`src/rtl/mdu_pkg.sv`:
```
// Shared definitions for the iterative multiply/divide unit: operation
// encodings, controller states and a two's-complement magnitude helper.
package mdu_pkg;

  // Widest operand the magnitude helper can handle.
  localparam int MAX_W = 64;

  localparam logic [2:0] OP_DIV   = 3'b000;
  localparam logic [2:0] OP_DIVU  = 3'b001;
  localparam logic [2:0] OP_MULT  = 3'b010;
  localparam logic [2:0] OP_MULTU = 3'b011;
  localparam logic [2:0] OP_MTHI  = 3'b100;
  localparam logic [2:0] OP_MTLO  = 3'b101;

  typedef enum logic [1:0] {
    ST_IDLE,
    ST_MUL,
    ST_DIV,
    ST_FIX
  } state_t;

  // Absolute value of a sign-extended operand when the operation is signed;
  // unsigned operations pass the value through. Callers truncate to WIDTH.
  function automatic logic [MAX_W-1:0] twos_mag(input logic signed [MAX_W-1:0] v,
                                                input logic                    is_signed);
    return (is_signed && v[MAX_W-1]) ? -v : v;
  endfunction

endpackage

```
`src/rtl/mdu_if.sv`:
```
// Request/result bundle between the EX stage and the multiply/divide unit.
interface mdu_if #(
  parameter int WIDTH = 32
);
  logic             start;
  logic [2:0]       mdu_op;
  logic [WIDTH-1:0] a;
  logic [WIDTH-1:0] b;
  logic             cancel;
  logic [WIDTH-1:0] hi;
  logic [WIDTH-1:0] lo;
  logic             busy;
  logic             done;
  logic             div_zero;

  modport master (
    output start, mdu_op, a, b, cancel,
    input  hi, lo, busy, done, div_zero
  );

  modport slave (
    input  start, mdu_op, a, b, cancel,
    output hi, lo, busy, done, div_zero
  );
endinterface

```
`src/rtl/mdu_div_step.sv`:
```
// One restoring-division iteration: shift the next dividend bit into the
// partial remainder, trial-subtract the divisor, keep the difference when it
// does not go negative and report that outcome as the quotient bit.
module mdu_div_step #(
  parameter int WIDTH = 32
) (
  input  logic [WIDTH-1:0] i_rem,
  input  logic             i_bit,
  input  logic [WIDTH-1:0] i_divisor,
  output logic [WIDTH-1:0] o_rem,
  output logic             o_q
);

  logic [WIDTH:0] w_shift;
  logic [WIDTH:0] w_trial;

  // The partial remainder is always below the divisor, so the shifted value
  // fits WIDTH+1 bits and a borrow shows up in the top bit of the difference.
  assign w_shift = {i_rem, i_bit};
  assign w_trial = w_shift - {1'b0, i_divisor};
  assign o_q     = ~w_trial[WIDTH];
  assign o_rem   = o_q ? w_trial[WIDTH-1:0] : w_shift[WIDTH-1:0];

endmodule

```
`src/rtl/mdu_iterative.sv`:
```
// Iterative HI/LO unit: shift-add multiplier retiring MUL_STEP bits per cycle
// and a 1-bit-per-cycle restoring divider. Operands are reduced to magnitudes
// on issue, signs are re-applied in FIX, and HI/LO change only at commit so a
// cancelled operation leaves them untouched.
module mdu_iterative
  import mdu_pkg::*;
#(
  parameter int WIDTH    = 32,
  parameter int MUL_STEP = 1
) (
  input logic  i_clk,
  input logic  i_rst_n,
  mdu_if.slave io_bus
);

  localparam int MUL_CNT = WIDTH / MUL_STEP;
  localparam int CNT_W   = $clog2(WIDTH + 1);

  generate
    if (!(MUL_STEP == 1 || MUL_STEP == 2 || MUL_STEP == 4) || (WIDTH % MUL_STEP) != 0 ||
        (WIDTH % 2) != 0 || WIDTH < 8 || WIDTH > MAX_W) begin : g_bad_cfg
      $error("mdu_iterative: unsupported WIDTH/MUL_STEP combination");
    end
  endgenerate

  state_t             r_state;
  state_t             w_state_nxt;
  logic [CNT_W-1:0]   r_cnt;
  logic [2*WIDTH-1:0] r_acc;       // {HI half, LO half}: product or {remainder, quotient}
  logic [WIDTH-1:0]   r_opnd;      // multiplicand or divisor magnitude
  logic               r_is_mul;
  logic               r_neg_lo;
  logic               r_neg_hi;
  logic               r_dz;
  logic [WIDTH-1:0]   r_hi;
  logic [WIDTH-1:0]   r_lo;
  logic               r_done;
  logic               r_div_zero;

  logic w_load_mul, w_load_div, w_load_dz, w_step, w_commit, w_wr_hi, w_wr_lo;

  // Operand preparation at issue
  logic                    w_signed_op;
  logic signed [WIDTH-1:0] w_a_s;
  logic signed [WIDTH-1:0] w_b_s;
  logic [WIDTH-1:0]        w_a_mag;
  logic [WIDTH-1:0]        w_b_mag;
  logic                    w_sa;
  logic                    w_sb;

  assign w_signed_op = (io_bus.mdu_op == OP_DIV) || (io_bus.mdu_op == OP_MULT);
  assign w_a_s       = io_bus.a;
  assign w_b_s       = io_bus.b;
  assign w_a_mag     = WIDTH'(twos_mag(MAX_W'(w_a_s), w_signed_op));
  assign w_b_mag     = WIDTH'(twos_mag(MAX_W'(w_b_s), w_signed_op));
  assign w_sa        = w_signed_op & io_bus.a[WIDTH-1];
  assign w_sb        = w_signed_op & io_bus.b[WIDTH-1];

  // Multiplier step: add multiplicand * low digit into the upper half, then
  // shift the accumulator right by MUL_STEP. The sum cannot exceed WIDTH+MUL_STEP bits.
  logic [MUL_STEP-1:0]       w_digit;
  logic [WIDTH+MUL_STEP-1:0] w_pp_sum;
  logic [2*WIDTH-1:0]        w_mul_nxt;

  assign w_digit   = r_acc[MUL_STEP-1:0];
  assign w_pp_sum  = {{MUL_STEP{1'b0}}, r_acc[2*WIDTH-1:WIDTH]}
                   + ((WIDTH+MUL_STEP)'(r_opnd) * (WIDTH+MUL_STEP)'(w_digit));
  assign w_mul_nxt = {w_pp_sum, r_acc[WIDTH-1:MUL_STEP]};

  // Divider step: dividend bits leave the top of the LO half while quotient
  // bits enter at the bottom.
  logic [WIDTH-1:0]   w_rem_nxt;
  logic               w_q;
  logic [2*WIDTH-1:0] w_div_nxt;

  mdu_div_step #(.WIDTH(WIDTH)) u_div_step (
    .i_rem     (r_acc[2*WIDTH-1:WIDTH]),
    .i_bit     (r_acc[WIDTH-1]),
    .i_divisor (r_opnd),
    .o_rem     (w_rem_nxt),
    .o_q       (w_q)
  );

  assign w_div_nxt = {w_rem_nxt, r_acc[WIDTH-2:0], w_q};

  // Sign correction applied in FIX
  logic [2*WIDTH-1:0] w_prod_fix;
  logic [WIDTH-1:0]   w_acc_hi;
  logic [WIDTH-1:0]   w_acc_lo;
  logic [WIDTH-1:0]   w_hi_fix;
  logic [WIDTH-1:0]   w_lo_fix;

  assign w_prod_fix = r_neg_lo ? -r_acc : r_acc;
  assign w_acc_hi   = r_acc[2*WIDTH-1:WIDTH];
  assign w_acc_lo   = r_acc[WIDTH-1:0];
  assign w_hi_fix   = r_is_mul ? w_prod_fix[2*WIDTH-1:WIDTH] : (r_neg_hi ? -w_acc_hi : w_acc_hi);
  assign w_lo_fix   = r_is_mul ? w_prod_fix[WIDTH-1:0]       : (r_neg_lo ? -w_acc_lo : w_acc_lo);

  // Controller state register
  always_ff @(posedge i_clk or negedge i_rst_n) begin
    if (!i_rst_n) r_state <= ST_IDLE;
    else          r_state <= w_state_nxt;
  end

  // Next-state and per-cycle control strobes; Cancel wins over everything
  always_comb begin
    w_state_nxt = r_state;
    w_load_mul  = 1'b0;
    w_load_div  = 1'b0;
    w_load_dz   = 1'b0;
    w_step      = 1'b0;
    w_commit    = 1'b0;
    w_wr_hi     = 1'b0;
    w_wr_lo     = 1'b0;
    case (r_state)
      ST_IDLE: begin
        if (io_bus.start && !io_bus.cancel) begin
          case (io_bus.mdu_op)
            OP_MULT, OP_MULTU: begin
              w_load_mul  = 1'b1;
              w_state_nxt = ST_MUL;
            end
            OP_DIV, OP_DIVU: begin
              if (io_bus.b == '0) begin
                w_load_dz   = 1'b1;
                w_state_nxt = ST_FIX;
              end else begin
                w_load_div  = 1'b1;
                w_state_nxt = ST_DIV;
              end
            end
            OP_MTHI: w_wr_hi = 1'b1;
            OP_MTLO: w_wr_lo = 1'b1;
            default: ;
          endcase
        end
      end
      ST_MUL, ST_DIV: begin
        if (io_bus.cancel) begin
          w_state_nxt = ST_IDLE;
        end else begin
          w_step = 1'b1;
          if (r_cnt == CNT_W'(1)) w_state_nxt = ST_FIX;
        end
      end
      ST_FIX: begin
        w_state_nxt = ST_IDLE;
        w_commit    = !io_bus.cancel;
      end
      default: w_state_nxt = ST_IDLE;
    endcase
  end

  // Iteration counter
  always_ff @(posedge i_clk or negedge i_rst_n) begin
    if (!i_rst_n)        r_cnt <= '0;
    else if (w_load_mul) r_cnt <= CNT_W'(MUL_CNT);
    else if (w_load_div) r_cnt <= CNT_W'(WIDTH);
    else if (w_step)     r_cnt <= r_cnt - CNT_W'(1);
  end

  // Working datapath: operand latch on issue, one iteration per busy cycle.
  // Divide by zero preloads the final {HI, LO} = {A, all ones} with no correction.
  always_ff @(posedge i_clk) begin
    if (w_load_mul) begin
      r_acc    <= {{WIDTH{1'b0}}, w_b_mag};
      r_opnd   <= w_a_mag;
      r_is_mul <= 1'b1;
      r_dz     <= 1'b0;
      r_neg_lo <= w_sa ^ w_sb;
      r_neg_hi <= w_sa ^ w_sb;
    end else if (w_load_div) begin
      r_acc    <= {{WIDTH{1'b0}}, w_a_mag};
      r_opnd   <= w_b_mag;
      r_is_mul <= 1'b0;
      r_dz     <= 1'b0;
      r_neg_lo <= w_sa ^ w_sb;
      r_neg_hi <= w_sa;
    end else if (w_load_dz) begin
      r_acc    <= {io_bus.a, {WIDTH{1'b1}}};
      r_is_mul <= 1'b0;
      r_dz     <= 1'b1;
      r_neg_lo <= 1'b0;
      r_neg_hi <= 1'b0;
    end else if (w_step) begin
      r_acc    <= r_is_mul ? w_mul_nxt : w_div_nxt;
    end
  end

  // Architectural HI/LO and the completion pulse
  always_ff @(posedge i_clk or negedge i_rst_n) begin
    if (!i_rst_n) begin
      r_hi       <= '0;
      r_lo       <= '0;
      r_done     <= 1'b0;
      r_div_zero <= 1'b0;
    end else begin
      r_done     <= w_commit;
      r_div_zero <= w_commit & r_dz;
      if (w_commit) begin
        r_hi <= w_hi_fix;
        r_lo <= w_lo_fix;
      end else begin
        if (w_wr_hi) r_hi <= io_bus.a;
        if (w_wr_lo) r_lo <= io_bus.a;
      end
    end
  end

  assign io_bus.hi       = r_hi;
  assign io_bus.lo       = r_lo;
  assign io_bus.busy     = (r_state != ST_IDLE);
  assign io_bus.done     = r_done;
  assign io_bus.div_zero = r_div_zero;

endmodule

```
`src/flat_wrapper.sv`:
```
// flat-port wrapper written by rule: the top's interface ports become plain ports
module mdu_iterative_flat import mdu_pkg::*;
#(
  parameter int WIDTH    = 32,
  parameter int MUL_STEP = 1
)
  (i_clk, i_rst_n, io_bus_start, io_bus_mdu_op, io_bus_a, io_bus_b, io_bus_cancel, io_bus_hi, io_bus_lo, io_bus_busy, io_bus_done, io_bus_div_zero);
  mdu_if #(.WIDTH(WIDTH)) io_bus_i ();
  input logic i_clk;
  input logic i_rst_n;
  input wire logic [$bits(io_bus_i.start)-1:0] io_bus_start;
  input wire logic [$bits(io_bus_i.mdu_op)-1:0] io_bus_mdu_op;
  input wire logic [$bits(io_bus_i.a)-1:0] io_bus_a;
  input wire logic [$bits(io_bus_i.b)-1:0] io_bus_b;
  input wire logic [$bits(io_bus_i.cancel)-1:0] io_bus_cancel;
  output wire logic [$bits(io_bus_i.hi)-1:0] io_bus_hi;
  output wire logic [$bits(io_bus_i.lo)-1:0] io_bus_lo;
  output wire logic [$bits(io_bus_i.busy)-1:0] io_bus_busy;
  output wire logic [$bits(io_bus_i.done)-1:0] io_bus_done;
  output wire logic [$bits(io_bus_i.div_zero)-1:0] io_bus_div_zero;
  assign io_bus_i.start = io_bus_start;
  assign io_bus_i.mdu_op = io_bus_mdu_op;
  assign io_bus_i.a = io_bus_a;
  assign io_bus_i.b = io_bus_b;
  assign io_bus_i.cancel = io_bus_cancel;
  assign io_bus_hi = io_bus_i.hi;
  assign io_bus_lo = io_bus_i.lo;
  assign io_bus_busy = io_bus_i.busy;
  assign io_bus_done = io_bus_i.done;
  assign io_bus_div_zero = io_bus_i.div_zero;
  mdu_iterative #(.WIDTH(WIDTH), .MUL_STEP(MUL_STEP)) u_core (.i_clk(i_clk), .i_rst_n(i_rst_n), .io_bus(io_bus_i));
endmodule
```
`config.mk`:
```
export PLATFORM = sky130hd
export DESIGN_NAME = mdu_iterative_flat
export DESIGN_NICKNAME = d
export VERILOG_FILES = /design/src/rtl/mdu_pkg.sv /design/src/rtl/mdu_if.sv /design/src/rtl/mdu_div_step.sv /design/src/rtl/mdu_iterative.sv /design/src/flat_wrapper.sv
export SDC_FILE = /design/constraint.sdc
export NUM_CORES = 1
export LEC_CHECK = 0
export CAP_MARGIN = 5
export CORE_MARGIN = 4
export CORE_UTILIZATION = 40
export DETAILED_ROUTE_END_ITERATION = 8
export GPL_TIMING_DRIVEN = 1
export PLACE_DENSITY = 0.67
export SYNTH_ARGS = -nofsm -noshare
export SYNTH_HDL_FRONTEND = slang
export SYNTH_HIERARCHICAL = 1
export SYNTH_SLANG_ARGS = --single-unit
```
`constraint.sdc`:
```
create_clock -name i_clk -period 3.6 [get_ports i_clk]
set_input_delay 0.72 -clock i_clk [delete_from_list [all_inputs] [get_ports i_clk]]
set_output_delay 0.72 -clock i_clk [all_outputs]
set_load 0.1 [all_outputs]
```
-- Word-level counts from Yosys, hierarchy flattened
Cells that the tools add are included.
- add/sub/neg operators: 8
- reductions and logical operators: 22
- bitwise logic cells: 5
- eq/ne operators: 12
- multipliers: 1
- mux-type cells: 54
- operator list (operator ; number):
    $mux 32 ; 15
    $mux 64 ; 4
    $neg 32->32 ; 4
    $neg 64->64 ; 1
    $add 32x33->33 ; 1
    $mul 32x1->33 ; 1
    $sub 33x32->33 ; 1
    $logic_not 32->1 ; 1
    $mux 1 ; 27
    $mux 6 ; 3
    $reduce_bool 2->1 ; 6
    $reduce_or 2->1 ; 4
    $eq 3x2->1 const B ; 2
    $eq 3x3->1 const B ; 2
    $eq 6x1->1 const B ; 1
    $mux 2 ; 3
    $pmux 2 s3 ; 1
    $reduce_bool 3->1 ; 2
    $sub 6x1->6 const B ; 1
    $eq 2x2->1 const B ; 2
    $pmux 2 s2 ; 1
    $reduce_bool 4->1 ; 1
    $and 1x1->1 ; 3
    $eq 3x1->1 const B ; 1
    12 further kinds ; 14
- flip-flop bits (word level): 174
- logic and storage cells: 115
- input bits: 71
- output and inout port bits: 67

-- Logic depth before layout (Yosys ltp)
Gate-level depths: netlist of run 1.
- depth after elaboration: 8
- depth in mapped cells: 20
- depth with buffers taken out: 18

-- Modules after synthesis
Netlist of run 1, hierarchy kept.
- modules (own cells, without submodules) (module ; area an instance (µm²) ; cells an instance ; times used ; sequential area each (µm²)):
    mdu_iterative ; 13170.1 ; 1518 ; 1 ; 4514.3
    mdu_div_step ; 2358.5 ; 305 ; 1 ; 0.0

-- Worst setup path before layout of run 1
No wires, ideal clock.
- path kind: input to register
- start point: in io_bus_b[14]
- end point: reg u_core.r_opnd[0], enable pin
- buffers on the path: 1
- required time: 3.125 ns
- setup slack: -0.463 ns
- stages: 8
- setup time: 0.475 ns
- data arrival time: 3.589 ns
- path through: or4_1 or4_1 or4b_1 nor2b_2 nor2_1 nor2_2 clkinv_1 clkbuf_1
- longest elaborated chain between the ends: 6
- ends and longest elaborated chain (what ; line ; text):
    start: declaration ; flat_wrapper.sv:14 ; input wire logic [$bits(io_bus_i.b)-1:0] io_bus_b;
    $logic_not 32->1 ; mdu_iterative.sv:124 ; if (io_bus.b == '0) begin
    $mux 1 ; mdu_iterative.sv:124 ;
    $mux 1 ; mdu_iterative.sv:118 ; case (io_bus.mdu_op)
    $mux 1 ; mdu_iterative.sv:117 ; if (io_bus.start && !io_bus.cancel) begin
    $mux 1 ; mdu_iterative.sv:115 ; case (r_state)
    $reduce_bool 2->1 (no source line) ; -- ;
    end signal: assignment ; mdu_iterative.sv:167 ; r_opnd <= w_a_mag;
    end signal: assignment ; mdu_iterative.sv:174 ; r_opnd <= w_b_mag;
    end: declaration ; mdu_iterative.sv:30 ; logic [WIDTH-1:0] r_opnd;
No other way between the ends.
A chain may end at the register's enable or synchronous reset.

-- Final worst setup path of run 1
- start point: reg u_core.r_opnd[0]
- end point: reg u_core.r_acc[54]
- longest elaborated chain between the ends: 5
- elaborated cells on any way between the ends: 7
- classes of those cells: add/sub (2); mul (1); mux (4)
- ends and longest elaborated chain (what ; line ; text):
    $sub 33x32->33 ; mdu_div_step.sv:20 ; assign w_trial = w_shift - {1'b0, i_divisor};
    $mux 32 ; mdu_div_step.sv:22 ; assign o_rem = o_q ? w_trial[WIDTH-1:0] : w_shift[WIDTH-1:0];
    named net u_core.w_rem_nxt[22] ; mdu_iterative.sv:72 ; logic [WIDTH-1:0] w_rem_nxt;
    $mux 64 ; mdu_iterative.sv:186 ; r_acc <= r_is_mul ? w_mul_nxt : w_div_nxt;
    $mux 64 ; mdu_iterative.sv:185 ; end else if (w_step) begin
    $mux 64 ; mdu_iterative.sv:179 ; end else if (w_load_dz) begin
    end signal: assignment ; mdu_iterative.sv:173 ; r_acc <= {{WIDTH{1'b0}}, w_a_mag};
    end signal: assignment ; mdu_iterative.sv:180 ; r_acc <= {io_bus.a, {WIDTH{1'b1}}};
    end signal: assignment ; mdu_iterative.sv:186 ;
    end: declaration ; mdu_iterative.sv:29 ; logic [2*WIDTH-1:0] r_acc;
The timed path passes the listed nets, and every way through them passes these cells. The select of a mux whose other input is x is not followed.

==> results of run 1 <==
==> logic make-up (layout without fill, tap and decap cells) <==
kind of cell,count (synthesis),count (layout),synth area share [%]
buffers and inverters,177,477,5.04
multiplexers,149,149,10.4
flip-flops,174,174,29.1
XOR/XNOR,173,173,9.76
AND/OR/NAND/NOR,542,542,18.0
AO/OA/AOI/OAI,534,534,21.7
adder cells (fa/ha/maj),74,74,6.06
==> through the flow <==
stage / instances / util (%) / worst slack [ps] / area (sq um)
floorplan: 1823 / - / -88.0 / 15600
global placement: 2592 / 49.8 / -406 / 18900
detailed placement: 2592 / 49.8 / -449 / 18900
CTS: 2631 / 51.5 / -172 / 19600
global route: 2634 / 52.2 / -254 / 19900
finish: 2634 / 52.2 / -129 / 19900
==> layout make-up <==
type / instances / area (sq um)
Fill cell: 3665 / 18200
Inverter: 61 / 243
Clock inverter: 15 / 113
Timing Repair Buffer: 383 / 3350
Multi-Input combinational cell: 1472 / 10600
Timing Repair inverter: 1 / 8.76
Sequential cell: 174 / 4520
Clock buffer: 17 / 425
Tap cell: 511 / 639
==> cell usage in the layout (no fill, tap or decap), types with 7 or more instances in the layout <==
cell             Yosys  routed
nand2b_1            15      15
ha_1                72      68
mux2_4              19      22
a21o_1              28      28
a31oi_1             14      13
o21ai_0            168     156
xnor2_1             94      94
nand2_1            156     155
xor2_1              79      79
o21a_1              11      11
buf_4                3     234
a21oi_1            137     122
and2_1              39      38
dfrtp_1             74      74
a211oi_1            27      23
o31ai_1             27      27
nor4_1              14      14
buf_6                4       7
o211ai_1            11      11
nand4_1             15      15
buf_12               3       9
and3_1              22      16
a221o_1             27      27
or3_1               24      23
dfxtp_1             34      33
o41ai_1             14      13
o21ai_1              3      10
clkbuf_16            0      17
nor2b_1             17      15
o21bai_1             9       9
clkdlybuf4s50_1      0     133
or4_1               16      16
edfxtp_1            66      66
nand3_1             35      34
inv_1               58      56
mux2i_1            120     117
a21oi_2              2      16
nor3_1              38      36
o22ai_1              9       9
nor2_1             103     102
==> sequential cells by signal, summed over array words and instances (netlist names) <==
signal,count
u_core/r_cnt,6
u_core/r_acc,64
u_core/io_bus.lo,32
u_core/r_opnd,32
u_core/r_neg_hi,1
u_core/r_state,2
u_core/io_bus.hi,32
u_core/r_dz,1
u_core/io_bus.div_zero,1
u_core/r_neg_lo,1
u_core/r_is_mul,1
u_core/io_bus.done,1
==> critical path, cell delays in order (launching register included) <==
cell and delay, ps:
edfxtp_1 420, ha_2 210, fa_2 350, and2b_1 240, o2111ai_2 150, a21oi_2 260
o2111ai_2 160, a211oi_2 280, nor2_4 70, mux2i_4 190, and2_4 220, inv_12 100
mux2_4 290, and3_1 160, a21oi_1 120, nor2_1 80, a221oi_2 210, nor2_1 90
==> power breakdown <==
part | internal [mW] | switching [mW] | total, mW
clock network | 0.891 | 0.900 | 1.79
logic | 5.36 | 8.47 | 13.8
registers | 3.01 | 0.857 | 3.87
==> per-layer routing <==
metal | vias to the layer above | GRT usage (%) | part of all wire, %
met2 | 829 | 42.9 | 45
met4 | 0 | 7.73 | 2.8
li1 | 7260 | - | -
met3 | 112 | 4.72 | 9.5
met1 | 7481 | 39.2 | 43
met5 | - | 0 | 0
==> what timing repair did <==
action                                  4_1_cts  5_1_grt
hold endpoints to repair                      0        0
endpoints found under the setup margin       22       37
pin swaps                                     9       14
buffers inserted                              6        3
resized for setup                            13       55
gates cloned                                  1        0
==> worst paths after layout <==
path / start / end / depth (start not counted)
hold / removal: i_rst_n / u_core/io_bus.lo[4] / 1
setup / recovery: u_core/r_opnd[0] / u_core/r_acc[54] / 17
max in group asynchronous: i_rst_n / u_core/io_bus.hi[30] / 1
hold reg to reg: u_core/r_dz / u_core/r_dz / 2
min in group i_clk: u_core/r_dz / u_core/r_dz / 2
setup reg to reg: u_core/r_opnd[0] / u_core/r_acc[54] / 17
==> cells in the mapped netlist (35+ instances only) <==
cell / n / area [sq um]
xor2_1: 79 / 692
nor3_1: 38 / 190
o21ai_0: 168 / 841
dfrtp_1: 74 / 1850
clkbuf_1: 86 / 323
xnor2_1: 94 / 823
and2_1: 39 / 244
edfxtp_1: 66 / 1980
ha_1: 72 / 901
inv_1: 58 / 218
mux2i_1: 120 / 1200
nor2_1: 103 / 387
nand3_1: 35 / 175
nand2_1: 156 / 586
a21oi_1: 137 / 686
==> flow_summary.ini, run 1 <==
[final_layout]
areaGrowthSynthToFinish_pct = 27.9
nets = 2255
drive_gt1_share_pct = 19.3
num_antenna_cells = 0

[critical_path]
required_ps = 3930
ff2ff_setup_slack_ps = -130
endpoint_kind = flop
critPathMaxFanout = 6
worst-setup-path-type = reg2reg
arrival_ps = 4060
start_kind = flop

[sta]
tightest_slew_ps = 1090
whs_ps = 441
clock_skew_ps = 11.8
fmax_ghz = 0.268
finalMaxSlewViolations = 0
rsz0062_at_grt = yes
timing.final.ws_setup_ps = -129
tns_ps = -1180
setup_viol = 21
max_slew_margin_pct = 26.7
post-route-min-period_ps = 3730
fin_crit_sh_pct = 104
finalHoldViolCount = 0

[cts]
clkLatencyLatePin_ps = 450
root_buffer = clkbuf_16
numCtsBuffers = 17
clk_path_buf_depth = 2
clkSinkCount = 174
cts_tree = built
htree_num_levels = 4
cts_hold_buffers = 0
path_clk_slew_ps = 80

[power_and_ir_drop]
p_leak_nw = 8.23
peakVddDrop_mv = 0.792
power_mw = 19.5
powerDensity_mw_per_mm2 = 982

[route]
wire_per_inst_microns = 22.4
via_count = 15700
route.detailed.drc = 0
drtIter0Drc = 1648
antenna_left = 0
wl_mm = 59.0
viasPerCell = 5.95
drt_pass1_iterations = 6

[die]
initial_utilization_pct = 40.8
rows = 71
core_area_sq_mm = 0.0380
die_h_microns = 205
die_area_sq_mm = 0.0420
io_pins = 138
die_x_microns = 205

[synth]
synth_cells = 1823
synth_nets = 1968
syn_area_per_cell_sq_um = 8.52
synthFlopType = dfrtp_1
synthArstFlopShare_pct = 42.5
syn_area_sq_mm = 0.0155
synth-edff-count = 66
netlist-cell-type-count = 98
yosysSeqAreaShare_pct = 29.1
synth_seq_cells = 174
yosysWarnings = 6

[outcome]
violations = negative setup slack
outcome = complete, but fails checks

[placement]
dp_hpwl_mm = 45.1
portBuffers = 137
place.gp.congestion = 0.972

[global_routing]
antenna_found_initial = 0
grt_first_pass_wirelength_mm = 90.0
grt_pass1_vias = 15100
overflow = 0
grt_start_max_net_pins = 125
grt_usage_pct = 27.5

[run]
drv_cap = 0

[min_path]
hold_class = in2async
No activity file was read; power rests on OpenSTA's default activity.
==> inputs of run 2 (changes only) <==
CORE_UTILIZATION = 41   (was 40)
PLACE_DENSITY = 0.68   (was 0.67)
==> flow_summary.ini, run 2 (synthesis gave the netlist of run 1 again) <==
[critical_path]
start_kind = flop
crit_family = compound AO/OA/AOI/OAI gates
endpoint_kind = flop
critPathSlowestCell = edfxtp_1
cp_num_buf_inv = 2
required_ps = 3910
critical_path.max_stage_delay_ps = 420
critPathMaxFanout = 7
arrival_ps = 4160
worst-setup-path-type = reg2reg
crit_path_cell_trace = ha_2 -> fa_2 -> and2b_1 -> o2111ai_2 -> a21oi_2 -> o2111ai_2 -> a211oi_2 -> nor2_4 -> mux2i_4 -> and2_4 -> inv_12 -> buf_12 -> mux2_4 -> and3_4 -> a21oi_2 -> nand2_1 -> o21ai_1 -> o22ai_1

[cts]
clk_path_buf_depth = 2
cts_tree = built
numCtsBuffers = 17
htree_num_levels = 4
root_buffer = clkbuf_16
path_clk_slew_ps = 70
clkLatencyLatePin_ps = 440
clkSinkCount = 174

[power_and_ir_drop]
power.share.clock_pct = 10.0
switchingPower_mw = 10.0
seq_power_share_pct = 19.8
comb_power_share_pct = 70.2
intPower_mw = 9.29
p_leak_nw = 8.22
powerDensity_mw_per_mm2 = 979
peakVddDrop_mv = 0.742
switching_share_pct = 51.9
power_mw = 19.3

[die]
core_area_sq_mm = 0.0375
io_pins = 138
initial_utilization_pct = 41.4
die_area_sq_mm = 0.0411
die_x_microns = 203
die_h_microns = 203
rows = 71

[route]
wire_per_inst_microns = 22.0
viasPerCell = 6.05
drtIter0Drc = 1919
via_count = 15900
wl_mm = 58.0
route.detailed.drc = 0
drt_pass1_iterations = 6
antenna_left = 0

[min_path]
hold_class = in2async

[global_routing]
grt_pass1_vias = 15300
grt_start_max_net_pins = 75
grt_first_pass_wirelength_mm = 89.3
grt_usage_pct = 27.4
antenna_found_initial = 0
overflow = 0

[final_layout]
drive_gt1_share_pct = 18.5
largest_reg_flops = 64
num_antenna_cells = 0
nets = 2255
areaGrowthSynthToFinish_pct = 27.0
final_cell_mix = 241 x buf_4, 157 x o21ai_0, 154 x nand2_1
final_common_cell = buf_4
regMostFlops = u_core/r_acc

[sta]
finalMaxSlewViolations = 0
finalHoldViolCount = 0
timing.final.ws_setup_ps = -242
rsz0062_at_grt = yes
fmax_ghz = 0.260
tightest_slew_ps = 1050
whs_ps = 434
max_slew_margin_pct = 29.8
setup_viol = 30
fin_crit_sh_pct = 107
clock_skew_ps = 10.7
post-route-min-period_ps = 3840

[outcome]
violations = negative setup slack
outcome = complete, but fails checks

[placement]
portBuffers = 137
dp_hpwl_mm = 44.8
place.gp.congestion = 0.967

[run]
drv_cap = 0
==> run 2: metal layers <==
layer	track usage (%)	share of wire (%)	up-vias
met4	8.12	2.9	0
met2	43.8	45	806
met3	3.50	8.8	111
li1	-	-	7265
met5	0	0	-
met1	38.9	43	7757
==> run 2: power by group through the flow <==
stage	combinational [mW]	clock, mW	sequential [mW]
6_report	13.6	1.93	3.83
5_1_grt	14.4	2.02	3.91
4_1_cts	13.2	1.94	3.80
3_5_place_dp	12.9	0	3.82
3_3_place_gp	12.7	0	3.81
2_1_floorplan	6.58	0	6.13
==> run 2: per-stage QoR <==
step / setup WS, ps / TNS (ps) / util (%) / cells / instance area, sq um
finish: -242 / -4870 / 52.6 / 2634 / 19700
global route: -347 / -8300 / 52.6 / 2634 / 19700
CTS: -164 / -2720 / 52.3 / 2631 / 19600
detailed placement: -465 / -25790 / 50.3 / 2591 / 18900
global placement: -433 / -17880 / 50.3 / 2591 / 18900
floorplan: -88.0 / -372 / - / 1823 / 15600
==> run 2: final cells by class <==
type                            count  area, sq um
Clock buffer                       18          429
Clock inverter                     14          168
Fill cell                        3548        17800
Inverter                           61          243
Multi-Input combinational cell   1472        10400
Sequential cell                   174         4520
Tap cell                          511          639
Timing Repair Buffer              383         3280
Timing Repair inverter              1         8.76
==> run 2: final timing paths <==
check,from,endpoint,slack [ps],depth (start not counted)
min in group i_clk,u_core/r_dz,u_core/r_dz,480,2
max,u_core/r_opnd[0],u_core/r_acc[59],-240,18
min reg2reg,u_core/r_dz,u_core/r_dz,480,2
max reg2reg,u_core/r_opnd[0],u_core/r_acc[59],-240,18
min,i_rst_n,u_core/io_bus.lo[4],430,1
max in group asynchronous,i_rst_n,u_core/io_bus.hi[23],2440,1
==> run 2: timing repair <==
action | in CTS | in global routing
gates resized for setup | 15 | 29
cloned | 1 | 0
pin swaps | 11 | 13
hold endpoints to repair | 0 | 0
setup endpoints to repair | 24 | 40
hold buffers | 0 | 0
buffers inserted | 7 | 4
